<file path="src/rtl/alu_sequencer_pkg.sv">
// alu_sequencer_pkg: d16 opcodes, flag bits, instruction field positions and sequencer state encodings.
package alu_sequencer_pkg;
   localparam logic [7:0] OPC_NOP  = 8'h00;
   localparam logic [7:0] OPC_MOV  = 8'h01;
   localparam logic [7:0] OPC_ADD  = 8'h02;
   localparam logic [7:0] OPC_SUB  = 8'h03;
   localparam logic [7:0] OPC_ADC  = 8'h04;
   localparam logic [7:0] OPC_SBB  = 8'h05;
   localparam logic [7:0] OPC_CMP  = 8'h06;
   localparam logic [7:0] OPC_AND  = 8'h07;
   localparam logic [7:0] OPC_OR   = 8'h08;
   localparam logic [7:0] OPC_XOR  = 8'h09;
   localparam logic [7:0] OPC_NOT  = 8'h0A;
   localparam logic [7:0] OPC_NEG  = 8'h0B;
   localparam logic [7:0] OPC_SHL  = 8'h0C;
   localparam logic [7:0] OPC_SHR  = 8'h0D;
   localparam logic [7:0] OPC_LD   = 8'h10;
   localparam logic [7:0] OPC_ST   = 8'h11;
   localparam logic [7:0] OPC_PUSH = 8'h12;
   localparam logic [7:0] OPC_POP  = 8'h13;
   localparam logic [7:0] OPC_JMP  = 8'h20;
   localparam int FLAG_BIT_Z = 0;
   localparam int FLAG_BIT_C = 1;
   localparam int FLAG_BIT_N = 2;
   localparam int FLAG_BIT_V = 3;
   localparam int INSTR_OPC_LSB  = 0;
   localparam int INSTR_IMM_BIT  = 8;
   localparam int INSTR_RS_LSB   = 9;
   localparam int INSTR_RD_LSB   = 12;
   localparam int INSTR_DISP_BIT = 15;
   typedef enum logic [2:0] {
      SEQ_ST_FETCH  = 3'd0,
      SEQ_ST_IMM    = 3'd1,
      SEQ_ST_EXEC   = 3'd2,
      SEQ_ST_RESULT = 3'd3,
      SEQ_ST_MEM    = 3'd4,
      SEQ_ST_WB     = 3'd5,
      SEQ_ST_WB2    = 3'd6,
      SEQ_ST_HALT   = 3'd7
   } seq_state_e;
   typedef struct packed {
      logic is_mem;
      logic is_store;
      logic is_stack;
      logic is_jmp;
      logic sets_flags;
      logic legal;
   } instr_class_t;
endpackage

</file>
<file path="src/rtl/alu_sequencer_decode.sv">
// alu_sequencer_decode: combinational opcode classifier for the sequencer.
module alu_sequencer_decode
   import alu_sequencer_pkg::*;
(
   input  logic [7:0]   opc_i,
   output instr_class_t cls_o
);
   always_comb begin
      cls_o            = '0;
      cls_o.is_mem     = opc_i inside {OPC_LD, OPC_ST, OPC_PUSH, OPC_POP};
      cls_o.is_store   = opc_i inside {OPC_ST, OPC_PUSH};
      cls_o.is_stack   = opc_i inside {OPC_PUSH, OPC_POP};
      cls_o.is_jmp     = opc_i == OPC_JMP;
      cls_o.sets_flags = opc_i inside {OPC_ADD, OPC_SUB, OPC_ADC, OPC_SBB, OPC_CMP, OPC_AND,
                                       OPC_OR, OPC_XOR, OPC_NOT, OPC_NEG, OPC_SHL, OPC_SHR};
      cls_o.legal      = cls_o.is_mem | cls_o.sets_flags | (opc_i inside {OPC_NOP, OPC_MOV, OPC_JMP});
   end
endmodule

</file>
<file path="src/rtl/alu_sequencer.sv">
// alu_sequencer: multi-cycle fetch/execute/memory/write-back control FSM for the d16 core.
// ALU_SEQ_TRAP_EN: illegal opcodes set a sticky fault and park the FSM in HALT.
module alu_sequencer
   import alu_sequencer_pkg::*;
#(
   parameter logic [15:0] RESET_PC = 16'h0000,
   parameter logic [2:0]  SP_REG   = 3'd7
)(
   input  logic        clk,
   input  logic        rst,
   output logic [15:0] mem_addr,
   output logic        mem_req,
   output logic        mem_we,
   input  logic        mem_ack,
   input  logic [15:0] mem_rdata,
   output logic        alu_en,
   output logic [7:0]  alu_control,
   output logic        en_imm,
   output logic        mem_disp,
   output logic [2:0]  rd_sel,
   output logic [2:0]  rs_sel,
   output logic [15:0] immediate,
   input  logic [15:0] alu_out,
   input  logic        alu_write,
   input  logic        alu_branch,
   input  logic [15:0] alu_sp,
   output logic        reg_we,
   output logic [2:0]  reg_wsel,
   output logic [15:0] reg_wdata,
   output logic        flags_we,
   output logic [15:0] pc,
   output logic        fault
);
   seq_state_e   state_q, state_d;
   logic [15:0]  pc_q, pc_d, instr_q, instr_d, imm_q, imm_d, rdata_q, rdata_d;
   logic         req_raw;
   instr_class_t cls;
   alu_sequencer_decode u_dec (
      .opc_i (instr_q[INSTR_OPC_LSB +: 8]),
      .cls_o (cls)
   );
   assign alu_control = instr_q[INSTR_OPC_LSB +: 8];
   assign en_imm      = instr_q[INSTR_IMM_BIT];
   assign mem_disp    = instr_q[INSTR_DISP_BIT];
   assign rd_sel      = instr_q[INSTR_RD_LSB +: 3];
   assign rs_sel      = cls.is_stack ? SP_REG : instr_q[INSTR_RS_LSB +: 3];
   assign immediate   = imm_q;
   assign pc          = pc_q;
   // Gate with rst so the bus sees the request drop without waiting for a clock.
   assign mem_req     = req_raw & ~rst;
`ifdef ALU_SEQ_TRAP_EN
   logic fault_q, fault_d;
   assign fault = fault_q;
   always_ff @(posedge clk or posedge rst)
      if (rst) fault_q <= 1'b0;
      else     fault_q <= fault_d;
`else
   assign fault = 1'b0;
`endif
   always_ff @(posedge clk or posedge rst)
      if (rst) begin
         state_q <= SEQ_ST_FETCH;
         pc_q    <= RESET_PC;
         instr_q <= '0;
         imm_q   <= '0;
         rdata_q <= '0;
      end else begin
         state_q <= state_d;
         pc_q    <= pc_d;
         instr_q <= instr_d;
         imm_q   <= imm_d;
         rdata_q <= rdata_d;
      end
   always_comb begin
      state_d   = state_q;
      pc_d      = pc_q;
      instr_d   = instr_q;
      imm_d     = imm_q;
      rdata_d   = rdata_q;
      req_raw   = 1'b0;
      mem_we    = 1'b0;
      mem_addr  = pc_q;
      alu_en    = 1'b0;
      reg_we    = 1'b0;
      reg_wsel  = rd_sel;
      reg_wdata = alu_out;
      flags_we  = 1'b0;
`ifdef ALU_SEQ_TRAP_EN
      fault_d   = fault_q;
`endif
      case (state_q)
         SEQ_ST_FETCH: begin
            req_raw = 1'b1;
            if (mem_ack) begin
               instr_d = mem_rdata;
               pc_d    = pc_q + 16'd2;
               state_d = mem_rdata[INSTR_IMM_BIT] ? SEQ_ST_IMM : SEQ_ST_EXEC;
            end
         end
         SEQ_ST_IMM: begin
            req_raw = 1'b1;
            if (mem_ack) begin
               imm_d   = mem_rdata;
               pc_d    = pc_q + 16'd2;
               state_d = SEQ_ST_EXEC;
            end
         end
         SEQ_ST_EXEC: begin
`ifdef ALU_SEQ_TRAP_EN
            alu_en  = cls.legal;
            fault_d = fault_q | ~cls.legal;
            state_d = cls.legal ? SEQ_ST_RESULT : SEQ_ST_HALT;
`else
            alu_en  = 1'b1;
            state_d = SEQ_ST_RESULT;
`endif
         end
         SEQ_ST_RESULT: state_d = cls.is_mem ? SEQ_ST_MEM : SEQ_ST_WB;
         SEQ_ST_MEM: begin
            req_raw  = 1'b1;
            mem_addr = alu_out;
            mem_we   = cls.is_store;
            if (mem_ack) begin
               rdata_d = mem_rdata;
               state_d = SEQ_ST_WB;
            end
         end
         SEQ_ST_WB: begin
            flags_we  = cls.sets_flags;
            reg_we    = cls.is_stack | (alu_write & cls.legal & ~cls.is_store);
            reg_wsel  = cls.is_stack ? SP_REG : rd_sel;
            reg_wdata = cls.is_stack ? alu_sp : (cls.is_mem ? rdata_q : alu_out);
            // POP loads rd one cycle after the SP update.
            state_d   = (cls.is_stack & ~cls.is_store) ? SEQ_ST_WB2 : SEQ_ST_FETCH;
            pc_d      = (cls.is_jmp & alu_branch) ? alu_out : pc_q;
         end
         SEQ_ST_WB2: begin
            reg_we    = alu_write;
            reg_wdata = rdata_q;
            state_d   = SEQ_ST_FETCH;
         end
         SEQ_ST_HALT: state_d = SEQ_ST_HALT;
         default: state_d = SEQ_ST_FETCH;
      endcase
   end
endmodule

</file>
<file path="config.mk">
export PLATFORM = sky130hd
export DESIGN_NAME = alu_sequencer
export DESIGN_NICKNAME = d
export VERILOG_FILES = /design/src/rtl/alu_sequencer_pkg.sv /design/src/rtl/alu_sequencer_decode.sv /design/src/rtl/alu_sequencer.sv
export SDC_FILE = /design/constraint.sdc
export NUM_CORES = 1
export LEC_CHECK = 0
export CAP_MARGIN = 25
export CORE_ASPECT_RATIO = 0.9
export CORE_MARGIN = 2
export CORE_UTILIZATION = 45
export CTS_CLUSTER_SIZE = 25
export DETAILED_ROUTE_END_ITERATION = 10
export GPL_TIMING_DRIVEN = 0
export PLACE_DENSITY = 0.79
export SLEW_MARGIN = 20
export SYNTH_ARGS = -nofsm -noshare
export SYNTH_HDL_FRONTEND = slang
export SYNTH_SLANG_ARGS = --single-unit
</file>
<file path="constraint.sdc">
create_clock -name clk -period 2.95 [get_ports clk]
set_clock_uncertainty 0.05 [all_clocks]
set_input_delay 0.59 -clock clk [delete_from_list [all_inputs] [get_ports clk]]
set_output_delay 0.59 -clock clk [all_outputs]
set_load 0.01 [all_outputs]
</file>
==> out/qor.csv, run 1 <==
stage,metric,value,unit
placed_design,numPortBuffers,140,
cells_and_area,layout.cells.non_filler,617,
floorplan,row_count,31,
worst_setup_path,crit_chain,or4_4 > nor4b_4 > buf_4 > o21ai_4 > buf_8 > a221o_1 > buf_6,
worst_setup_path,r2r_slack,0.53,ns
timing,fmax,0.3236,GHz
job,maxCapViolations,0,
power_and_ir_drop,p_per_area,1012,nW/um^2
route,drtPass1Iterations,5,
worst_setup_path,startpoint_type,flip-flop,
cells_and_area,antennaDiodeCount,0,
timing,timing.final.ws_setup,-0.1399,ns
timing,final_hold_viol_count,0,
floorplan,core_area,8145,sq um
route,drtAntennaViolNets,0,
worst_setup_path,cp-end-kind,primary output,
worst_setup_path,reg2reg_from,state_q[1]$_DFFE_PP0P_,
placed_design,dp.cells,591,
yosys,async_flop_share,1.000,
worst_setup_path,cp_data_arrival_time,2.45,ns
outcome,status,"complete, but fails checks",
grt,overflow,0,
cells_and_area,nFillCells,639,
worst_setup_path,crit_family,simple AND/OR/NAND/NOR gates,
worst_setup_path,slowest_stage,or4_4,
yosys,syn_nets,405,
timing,fin_crit_sh,1.047,
hold_path,hp-class,flip-flop to flip-flop,
cts,h-tree-depth,3,
timing,hold_ws,0.4469,ns
timing,drv_slew,0,
cts,cts_buffers,9,
route,routed_wl,12040,um
floorplan,die_area,9240,sq um
timing,final-setup-viol-count,17,
hold_path,worstHoldPathCells,1,
yosys,yosys.cell_types.count,57,
yosys,ys_warn_count,0,
yosys,avgSynthCellArea,10.88,sq um
hold_path,hold_start,instr_q[10]$_DFFE_PP0P_,
yosys,syn_area,3819,sq um
route,drt-vias-per-instance,5.885,
cells_and_area,final_nets,569,
cts,path_clk_slew,0.07,ns
grt,grt_pass1_wl,18900,um
cts,clk_latency,0.35,ns
cells_and_area,syn_to_final_growth,48.92,%
floorplan,die_w,101.1,um
floorplan,initial_core_util,0.4688,
yosys,synth_cells,351,
timing,slew_headroom,0.4655,
worst_setup_path,worstRegToRegCells,4,
grt,grt_pass1_vias,3604,
yosys,synth_seq_area_share,0.4391,
cells_and_area,fin_util,0.6982,
outcome,violations,setup timing,
yosys,synth-edff-count,0,
route,wire_per_inst,19.52,um
yosys,synth_seq_cells,67,
yosys,synth_area_leader_cell,dfrtp_1,
power_and_ir_drop,p_leak,2.446,nW
worst_setup_path,max_stage_delay,0.59,ns
cts,cts_max_path_buffers,2,
grt,antenna_found_initial,0,
floorplan,boundaryPins,142,
cts,cts_tree,yes,
timing,period_needed,3.090,ns
timing,worst_pin_slew,0.7983,ns
worst_setup_path,cp_num_buf_inv,3,
yosys,synthTopCellsByArea,"dfrtp_1 44%, mux2_2 18%, a221o_1 2.9%",
route,dr_total_vias,3631,
worst_setup_path,cp_max_fo,10,
hold_path,holdPathEnd,instr_q[10]$_DFFE_PP0P_,
cells_and_area,multi_input_area,1946,sq um
placed_design,hpwl,8846,um
cells_and_area,seqCellArea,1680,sq um
route,drtIter0Drc,325,
timing,grt_setup_unrepaired,true,
yosys,yosysMostFrequentCell,dfrtp_1,
worst_setup_path,worstSetupPathType,flip-flop to primary output,
route,drc,0,
cts,root_buffer,clkbuf_8,
yosys,ys.flop_type,dfrtp_1,
worst_setup_path,cp.required,2.31,ns
power_and_ir_drop,peakVddDrop,0.0006588,V
placed_design,place.gp.congestion,0.8745,
floorplan,fp.dieH,91.39,um
yosys,synth_top_area_share,0.4391,
cells_and_area,drive_gt1_frac,0.3243,
grt,grt_max_degree,42,
grt,track_usage,0.2630,
cts,cts.sinks,67,
yosys,netlist_top_cells_count,"67 x dfrtp_1, 61 x mux2_2, 18 x nand2_1, 16 x a21oi_1, 16 x o21ai_0",
worst_setup_path,r2r_end,instr_q[15]$_DFFE_PP0P_,
## power breakdown
group          total, mW  switching [mW]  internal (mW)
sequential          1.82           0.436           1.38
clock              0.675           0.338          0.337
combinational       3.26            1.38           1.88
## worst max path at each step
| stage | from | end | slack, ns | cells after the start |
|---|---|---|---|---|
| after floorplan | instr_q[3]$_DFFE_PP0P_ | reg_wdata[0] | 0.44 | 5 |
| after global placement | rst | immediate[3]$_DFFE_PP0P_ | -0.58 | 2 |
| after detailed placement | state_q[1]$_DFFE_PP0P_ | reg_wdata[10] | -0.62 | 6 |
| after CTS | instr_q[6]$_DFFE_PP0P_ | reg_wdata[12] | -0.16 | 7 |
| after global routing | instr_q[2]$_DFFE_PP0P_ | reg_wdata[3] | -0.19 | 7 |
| final | instr_q[6]$_DFFE_PP0P_ | reg_wdata[12] | -0.14 | 7 |
## per-stage QoR
step / setup WS [ns] / setup TNS, ns / power, mW / area, sq um
after global placement: -0.5842 / -47.13 / 4.901 / 5344
after detailed placement: -0.6201 / -9.483 / 4.999 / 5366
after floorplan: 0.4418 / 0 / 3.447 / 3819
after global routing: -0.1898 / -3.337 / 6.095 / 5687
after CTS: -0.1631 / -3.307 / 5.723 / 5640
final: -0.1399 / -1.849 / 5.753 / 5687
## state kept, by name, summed over array words and instances, names as in the netlist
signal     cells
rdata_q       16
instr_q       16
immediate     16
state_q        3
pc            16
## what timing repair did
item / 4_1_cts / 5_1_grt
resized for setup: 98 / 16
setup buffers: 13 / 1
pin swaps: 4 / 1
hold buffers: 0 / 0
endpoints found under the setup margin: 40 / 34
## layer usage
metal,up-vias,global-route usage,wire length (um)
met5,-,0,0
li1,1621,-,-
met3,29,0.07544,1149
met2,222,0.4150,5627
met1,1759,0.3419,4948
met4,0,0.09685,319
## cells in the final DEF (no fill, tap or decap), types with 3 or more instances in the layout
cell type / n
and2_1: 12
or2_2: 5
o2bb2ai_1: 3
a21oi_1: 16
buf_4: 26
clkdlybuf4s50_1: 111
nor3_1: 8
buf_6: 13
a31oi_1: 5
nand4_1: 5
nor2_1: 10
a221o_1: 11
dlygate4sd2_1: 6
and2_2: 6
inv_1: 4
nand2_1: 18
nand3_1: 7
clkbuf_8: 14
a221o_2: 6
clkinv_2: 3
mux2_2: 61
and3_1: 3
o22ai_1: 4
nand2b_1: 4
clkbuf_1: 6
dfrtp_1: 64
a22oi_1: 3
o21ai_0: 16
dfrtp_2: 3
buf_2: 12
dlymetal6s2s_1: 6
## cells by family after synthesis
kind of cell / after synthesis / synth area share
fa+ha+maj: 1 / 0.003276
compound gates: 81 / 0.1570
flops: 67 / 0.4391
mux: 61 / 0.1799
other cells: 1 / 0.0009820
simple gates: 99 / 0.1533
buf+inv: 39 / 0.06192
xor+xnor: 2 / 0.004588
## layout make-up
class | count | area share
multi-input combinational | 245 | 0.3421
inverter | 5 | 0.003740
timing repair buffer | 155 | 0.2642
clock inverter | 3 | 0.002640
sequential | 67 | 0.2955
buffer | 32 | 0.04334
tap | 99 | 0.02178
clock buffer | 11 | 0.02662
No activity file was read; power rests on OpenSTA's default activity.
==> inputs of run 2 (changes only) <==
Settings changed: CAP_MARGIN 25 to 5, SLEW_MARGIN 20 to 30.
==> results of run 2 <==
Same layout as run 1: the final DEF is identical, and so are final timing and power.
==> inputs of run 3 (changes only) <==
Settings changed: HOLD_SLACK_MARGIN set to 0.12, SLEW_MARGIN 30 to 20.
==> results of run 3 <==
Same layout as run 1: the final DEF is identical, and so are final timing and power.
